**config.mk**
```make
export PLATFORM = sky130hd
export DESIGN_NAME = registro_banco_flat
export DESIGN_NICKNAME = d
export VERILOG_FILES = /design/src/rtl/registro_pkg.sv /design/src/rtl/registro_banco_if.sv /design/src/rtl/registro_celda.sv /design/src/rtl/registro_banco.sv /design/src/flat_wrapper.sv
export SDC_FILE = /design/constraint.sdc
export NUM_CORES = 1
export LEC_CHECK = 0
export ABC_CLOCK_PERIOD_IN_PS = 1400
export CORE_ASPECT_RATIO = 1.1
export CORE_UTILIZATION = 25
export DETAILED_ROUTE_END_ITERATION = 6
export PLACE_DENSITY = 0.56
export SLEW_MARGIN = 5
export SYNTH_ARGS = -nofsm -noshare
export SYNTH_HDL_FRONTEND = slang
export SYNTH_HIERARCHICAL = 1
export SYNTH_SLANG_ARGS = --single-unit
```
**constraint.sdc**
```tcl
create_clock -name clk -period 1.4 [get_ports clk]
set_input_delay 0.21 -clock clk [delete_from_list [all_inputs] [get_ports clk]]
set_output_delay 0.21 -clock clk [all_outputs]
set_load 0.005 [all_outputs]
```
**src/rtl/registro_pkg.sv**
```systemverilog
// Shared sizing defaults and board-cell encodings for the register bank.
package registro_pkg;

    localparam int ANCHO_DEF   = 6;
    localparam int CANALES_DEF = 9;

    typedef enum logic [ANCHO_DEF-1:0] {
        VACIO     = 6'd0,
        JUGADOR_X = 6'd1,
        JUGADOR_O = 6'd2
    } celda_t;

endpackage

```
**src/rtl/registro_banco_if.sv**
```systemverilog
// Addressed write port of the register bank with its accept/reject response.
interface registro_banco_if
    import registro_pkg::*;
#(
    parameter int ANCHO   = ANCHO_DEF,
    parameter int CANALES = CANALES_DEF
);
    localparam int SW = $clog2(CANALES);

    logic          wr_en;
    logic [SW-1:0] wr_sel;
    logic [ANCHO-1:0] wr_data;
    logic          ack;
    logic          nack;

    modport master (
        output wr_en, wr_sel, wr_data,
        input  ack, nack
    );

    modport slave (
        input  wr_en, wr_sel, wr_data,
        output ack, nack
    );

endinterface

```
**src/rtl/registro_celda.sv**
```systemverilog
// One bank channel: an ANCHO-bit word plus its written flag, optionally write-once.
module registro_celda
    import registro_pkg::*;
#(
    parameter int ANCHO = ANCHO_DEF
) (
    input  logic             clk,
    input  logic             rst_n,
    input  logic             clr,
    input  logic             we,
    input  logic             lock,
    input  logic [ANCHO-1:0] d,
    output logic [ANCHO-1:0] q,
    output logic             ocupado
);

    always_ff @(posedge clk) begin
        if (!rst_n || clr) begin
            q       <= '0;
            ocupado <= 1'b0;
        end else if (we && !(lock && ocupado)) begin
            q       <= d;
            ocupado <= 1'b1;
        end
    end

endmodule

```
**src/rtl/registro_banco.sv**
```systemverilog
// Multi-channel register bank with occupancy count and ack/nack per write.
// Build option: define REGISTRO_BANCO_LOCK_EN to make every channel write-once until cleared.
module registro_banco
    import registro_pkg::*;
#(
    parameter  int ANCHO   = ANCHO_DEF,
    parameter  int CANALES = CANALES_DEF,
    localparam int SW      = $clog2(CANALES),
    localparam int CW      = $clog2(CANALES + 1)
) (
    input  logic                     clk,
    input  logic                     rst_n,
    input  logic                     clr,
    registro_banco_if.slave          bus,
    output logic [CANALES*ANCHO-1:0] salida,
    output logic [CANALES-1:0]       ocupado,
    output logic [CW-1:0]            cuenta,
    output logic                     lleno
);

`ifdef REGISTRO_BANCO_LOCK_EN
    localparam logic LOCK = 1'b1;
`else
    localparam logic LOCK = 1'b0;
`endif

    function automatic logic [CW-1:0] sat_inc(input logic [CW-1:0] c);
        if (c == CW'(CANALES))
            return c;
        return c + 1'b1;
    endfunction

    logic               sel_ok;
    logic               sel_ocupado;
    logic               acepta;
    logic               nuevo;
    logic [CANALES-1:0] we;
    logic               ack_p1;
    logic               nack_p1;
    logic [CW-1:0]      cuenta_p1;

    // stage p0: address decode and accept decision from registered occupancy
    always_comb begin
        sel_ok      = int'(bus.wr_sel) < CANALES;
        sel_ocupado = 1'b0;
        we          = '0;
        for (int i = 0; i < CANALES; i++) begin
            if (bus.wr_sel == SW'(i))
                sel_ocupado = ocupado[i];
        end
        acepta = bus.wr_en && sel_ok && !(LOCK && sel_ocupado);
        nuevo  = acepta && !sel_ocupado;
        for (int i = 0; i < CANALES; i++) begin
            we[i] = acepta && (bus.wr_sel == SW'(i));
        end
    end

    genvar g;
    generate
        for (g = 0; g < CANALES; g++) begin : g_celda
            registro_celda #(.ANCHO(ANCHO)) u_celda (
                .clk     (clk),
                .rst_n   (rst_n),
                .clr     (clr),
                .we      (we[g]),
                .lock    (LOCK),
                .d       (bus.wr_data),
                .q       (salida[g*ANCHO +: ANCHO]),
                .ocupado (ocupado[g])
            );
        end
    endgenerate

    // stage p1: response pulses and occupancy count
    always_ff @(posedge clk) begin
        if (!rst_n || clr) begin
            ack_p1    <= 1'b0;
            nack_p1   <= 1'b0;
            cuenta_p1 <= '0;
        end else begin
            ack_p1  <= acepta;
            nack_p1 <= bus.wr_en && !acepta;
            if (nuevo)
                cuenta_p1 <= sat_inc(cuenta_p1);
        end
    end

    assign bus.ack  = ack_p1;
    assign bus.nack = nack_p1;
    assign cuenta   = cuenta_p1;
    assign lleno    = (cuenta_p1 == CW'(CANALES));

endmodule
```
**src/flat_wrapper.sv**
```systemverilog
// flat-port wrapper written by rule: the top's interface ports become plain ports
module registro_banco_flat import registro_pkg::*;
#(
    parameter  int ANCHO   = ANCHO_DEF,
    parameter  int CANALES = CANALES_DEF,
    localparam int SW      = $clog2(CANALES),
    localparam int CW      = $clog2(CANALES + 1)
)
  (clk, rst_n, clr, salida, ocupado, cuenta, lleno, bus_wr_en, bus_wr_sel, bus_wr_data, bus_ack, bus_nack);
  registro_banco_if #(.ANCHO(ANCHO), .CANALES(CANALES)) bus_i ();
  input  logic clk;
  input  logic rst_n;
  input  logic clr;
  output logic [CANALES*ANCHO-1:0] salida;
  output logic [CANALES-1:0] ocupado;
  output logic [CW-1:0] cuenta;
  output logic lleno;
  input wire logic [$bits(bus_i.wr_en)-1:0] bus_wr_en;
  input wire logic [$bits(bus_i.wr_sel)-1:0] bus_wr_sel;
  input wire logic [$bits(bus_i.wr_data)-1:0] bus_wr_data;
  output wire logic [$bits(bus_i.ack)-1:0] bus_ack;
  output wire logic [$bits(bus_i.nack)-1:0] bus_nack;
  assign bus_i.wr_en = bus_wr_en;
  assign bus_i.wr_sel = bus_wr_sel;
  assign bus_i.wr_data = bus_wr_data;
  assign bus_ack = bus_i.ack;
  assign bus_nack = bus_i.nack;
  registro_banco #(.ANCHO(ANCHO), .CANALES(CANALES)) u_core (.clk(clk), .rst_n(rst_n), .clr(clr), .bus(bus_i), .salida(salida), .ocupado(ocupado), .cuenta(cuenta), .lleno(lleno));
endmodule
```
==> impl_metrics.py <==
metrics = {
    "outcome": {
        "status": "finished with violations",
        "violations": "setup timing",
    },
    "layout": {
        "multi_input_area_um2": 2140,
        "postLayoutCoreUtil_pct": 38.7,
        "stdcell_area_um2": 5350,
        "syn2layout_area_growth_pct": 50.6,
        "drive_above_1_share_pct": 23.4,
        "final_nets": 478,
        "n_antenna_cell": 0,
        "fill_cells": 1418,
        "regArea_um2": 1410,
    },
    "clock_network": {
        "cts_buffers": 9,
        "clk_pin_slew_ps": 50,
        "cts_max_level": 3,
        "cts.path.max_buffers": 2,
        "cts_tree": "built",
        "clock_sinks": 69,
        "cts_root_buffer": "clkbuf_16",
        "clkLatencyLatePin_ps": 330,
    },
    "yosys": {
        "synth_edf_count": 0,
        "yosysTopAreaCell": "dfxtp_1",
        "ys_types": 37,
        "synth_cells": 340,
        "syn_avg_cell_area_um2": 10.5,
        "yosysMostFrequentCell": "nand3b_1",
        "async_flop_share_pct": 0,
        "yosysWarnings": 6,
        "syn_area_um2": 3560,
        "synth_common_cells": "nand3b_1 (110), dfxtp_1 (69), mux2i_1 (59)",
        "synth.area.top_cells": "dfxtp_1 (39%), nand3b_1 (23%), mux2i_1 (17%), a21boi_4 (4.8%), nor3b_1 (2.3%)",
        "synth_top_area_share_pct": 38.8,
        "synthFlopType": "dfxtp_1",
        "ys_ff_latch": 69,
        "seq_area_frac_synth_pct": 38.8,
    },
    "placement": {
        "io_buffers": 83,
        "place.gp.congestion": 0.861,
        "placed_area_um2": 4890,
        "hpwl_mm": 6.62,
    },
    "global_route": {
        "grt_start_max_net_pins": 56,
        "grt-ovfl-total": 0,
        "grt_pass1_vias": 2902,
        "antenna_found_initial": 0,
        "grt_pass1_wl_mm": 15.4,
        "grt_use_total_pct": 13.9,
    },
    "drt": {
        "drcViolationCount": 0,
        "wl_per_cell_um": 15.1,
        "drt-pass1-iter-count": 4,
        "finalWirelength_mm": 9.89,
        "vias": 2965,
        "drtIter0Drc": 111,
        "postRouteAntennaNets": 0,
        "viasPerCell": 4.53,
    },
    "power": {
        "p_per_area_nw_per_um2": 846,
        "p_leak_nw": 2.31,
        "switchingPower_mw": 1.07,
        "swShare_pct": 23.5,
        "finalPower_mw": 4.53,
        "power_frac_clock_pct": 44.6,
        "comb_power_share_pct": 11.6,
        "power.internal_mw": 3.46,
        "seq_power_share_pct": 43.8,
        "irDropWorstVdd_mv": 0.373,
    },
    "sta": {
        "clock.fmax_mhz": 692,
        "holdWs_ps": 321,
        "worst_slack_ps": -44.4,
        "slew_viol_final": 0,
        "min_period_over_period_pct": 103,
        "finalHoldViolations": 0,
        "clock_skew_ps": 2.28,
        "rsz0062_at_grt": "true",
        "fin_crit_ps": 1440,
        "finalSetupViolCount": 3,
    },
    "worst_setup_path": {
        "crit_fanout": 9,
        "crit_type": "in -> reg",
        "critical_path.max_stage_delay_ps": 290,
        "critical_path_required_ps": 1650,
        "worstPathArrival_ps": 1690,
        "cp_cell_sequence": "dlygate4sd2_1 > buf_4 > o21a_2 > a211oi_4 > a311oi_4 > a21boi_4 > mux2i_1",
        "worst_setup_path_start_kind": "input port",
        "endpoint_kind": "register",
        "cp_slowest_cell": "dlygate4sd2_1",
    },
    "die": {
        "num_rows": 45,
        "core_um2": 13900,
        "dieArea_um2": 14700,
        "die_y_um": 127,
        "ios": 84,
        "die_width_um": 116,
        "start_util_pct": 25.7,
    },
    "flow_run": {
        "max_cap_violations": 0,
    },
    "worst_hold_path": {
        "hp-class": "in -> reg",
    },
}
critical path, delay by kind of cell:
family / cells / cell delay, ps
AO/OA/AOI/OAI: 4 / 770
buffers and inverters: 2 / 480
multiplexers: 1 / 210
cell type report:
class	count	share of cell area (%)
Tap cell	188	4.39
Inverter	4	0.280
Sequential cell	69	26.3
Clock buffer	13	4.67
Timing Repair Buffer	126	24.1
Multi-Input combinational cell	252	40.0
Clock inverter	2	0.187
path summary, 6_finish.rpt:
path	from	end	slack, ps	depth (start not counted)
worst min-delay path	clr	u_core/g_celda[3].u_celda/ocupado	320	2
worst min register to register	u_core/g_celda[3].u_celda/q[1]	u_core/g_celda[3].u_celda/q[1]	480	2
worst max register to register	u_core/cuenta[1]	u_core/cuenta[0]	-40	7
worst max-delay path	bus_wr_sel[1]	u_core/cuenta[0]	-40	7
power by group through the flow:
stage | registers (mW) | logic (mW) | clock network, mW
after floorplan | 2.03 | 0.263 | 0
after global placement | 2.03 | 0.494 | 0
after detailed placement | 2.03 | 0.503 | 0
after CTS | 1.99 | 0.516 | 2.11
after global routing | 1.99 | 0.567 | 2.17
final | 1.99 | 0.525 | 2.02
cells in the final DEF, fill, tap and decap left out, types with 10 or more instances in the layout:
master,instances
buf_4,30
a21boi_4,10
buf_12,11
dlymetal6s2s_1,22
mux2i_1,59
dfxtp_1,49
dlygate4sd2_1,34
clkdlybuf4s50_1,21
nor2_1,15
nand3b_1,110
dfxtp_2,19
metal layers:
layer	wire [um]	share of wire [%]	up-vias	track usage, %
li1	-	-	1467	-
met1	4600	47	1430	17.8
met2	4680	47	59	22.0
met3	480	4.9	9	3.56
met4	128	1.3	0	5.81
met5	0	0	-	0
flip-flops by register name (all words and copies together), names as in the netlist:
name and flops:
u_core/bus.ack 1, u_core/bus.nack 1, u_core/g_celda.u_celda/ocupado 9, u_core/cuenta 4
u_core/g_celda.u_celda/q 54
metrics by stage:
stage	setup TNS, ps	worst slack [ps]	std cells
6_report	-89.1	-44.4	654
5_1_grt	-538	-149	654
4_1_cts	-88.9	-41.8	651
3_5_place_dp	-33300	-644	632
3_3_place_gp	-30640	-608	632
2_1_floorplan	0	16.5	348
what timing repair did:
action	in CTS	in global routing
buffers inserted	4	3
resized for setup	71	38
pin swaps	6	4
hold buffers	0	0
setup endpoints to repair	101	76
cell families after synthesis:
logic type / after synthesis / share of synthesized area (%)
AO/OA/AOI/OAI: 21 / 8.48
adder cells (fa/ha/maj): 2 / 0.704
buffers and inverters: 27 / 4.29
flip-flops: 69 / 38.8
multiplexers: 60 / 16.9
other: 1 / 0.105
AND/OR/NAND/NOR: 160 / 30.6
(Power assumes the default switching activity.)
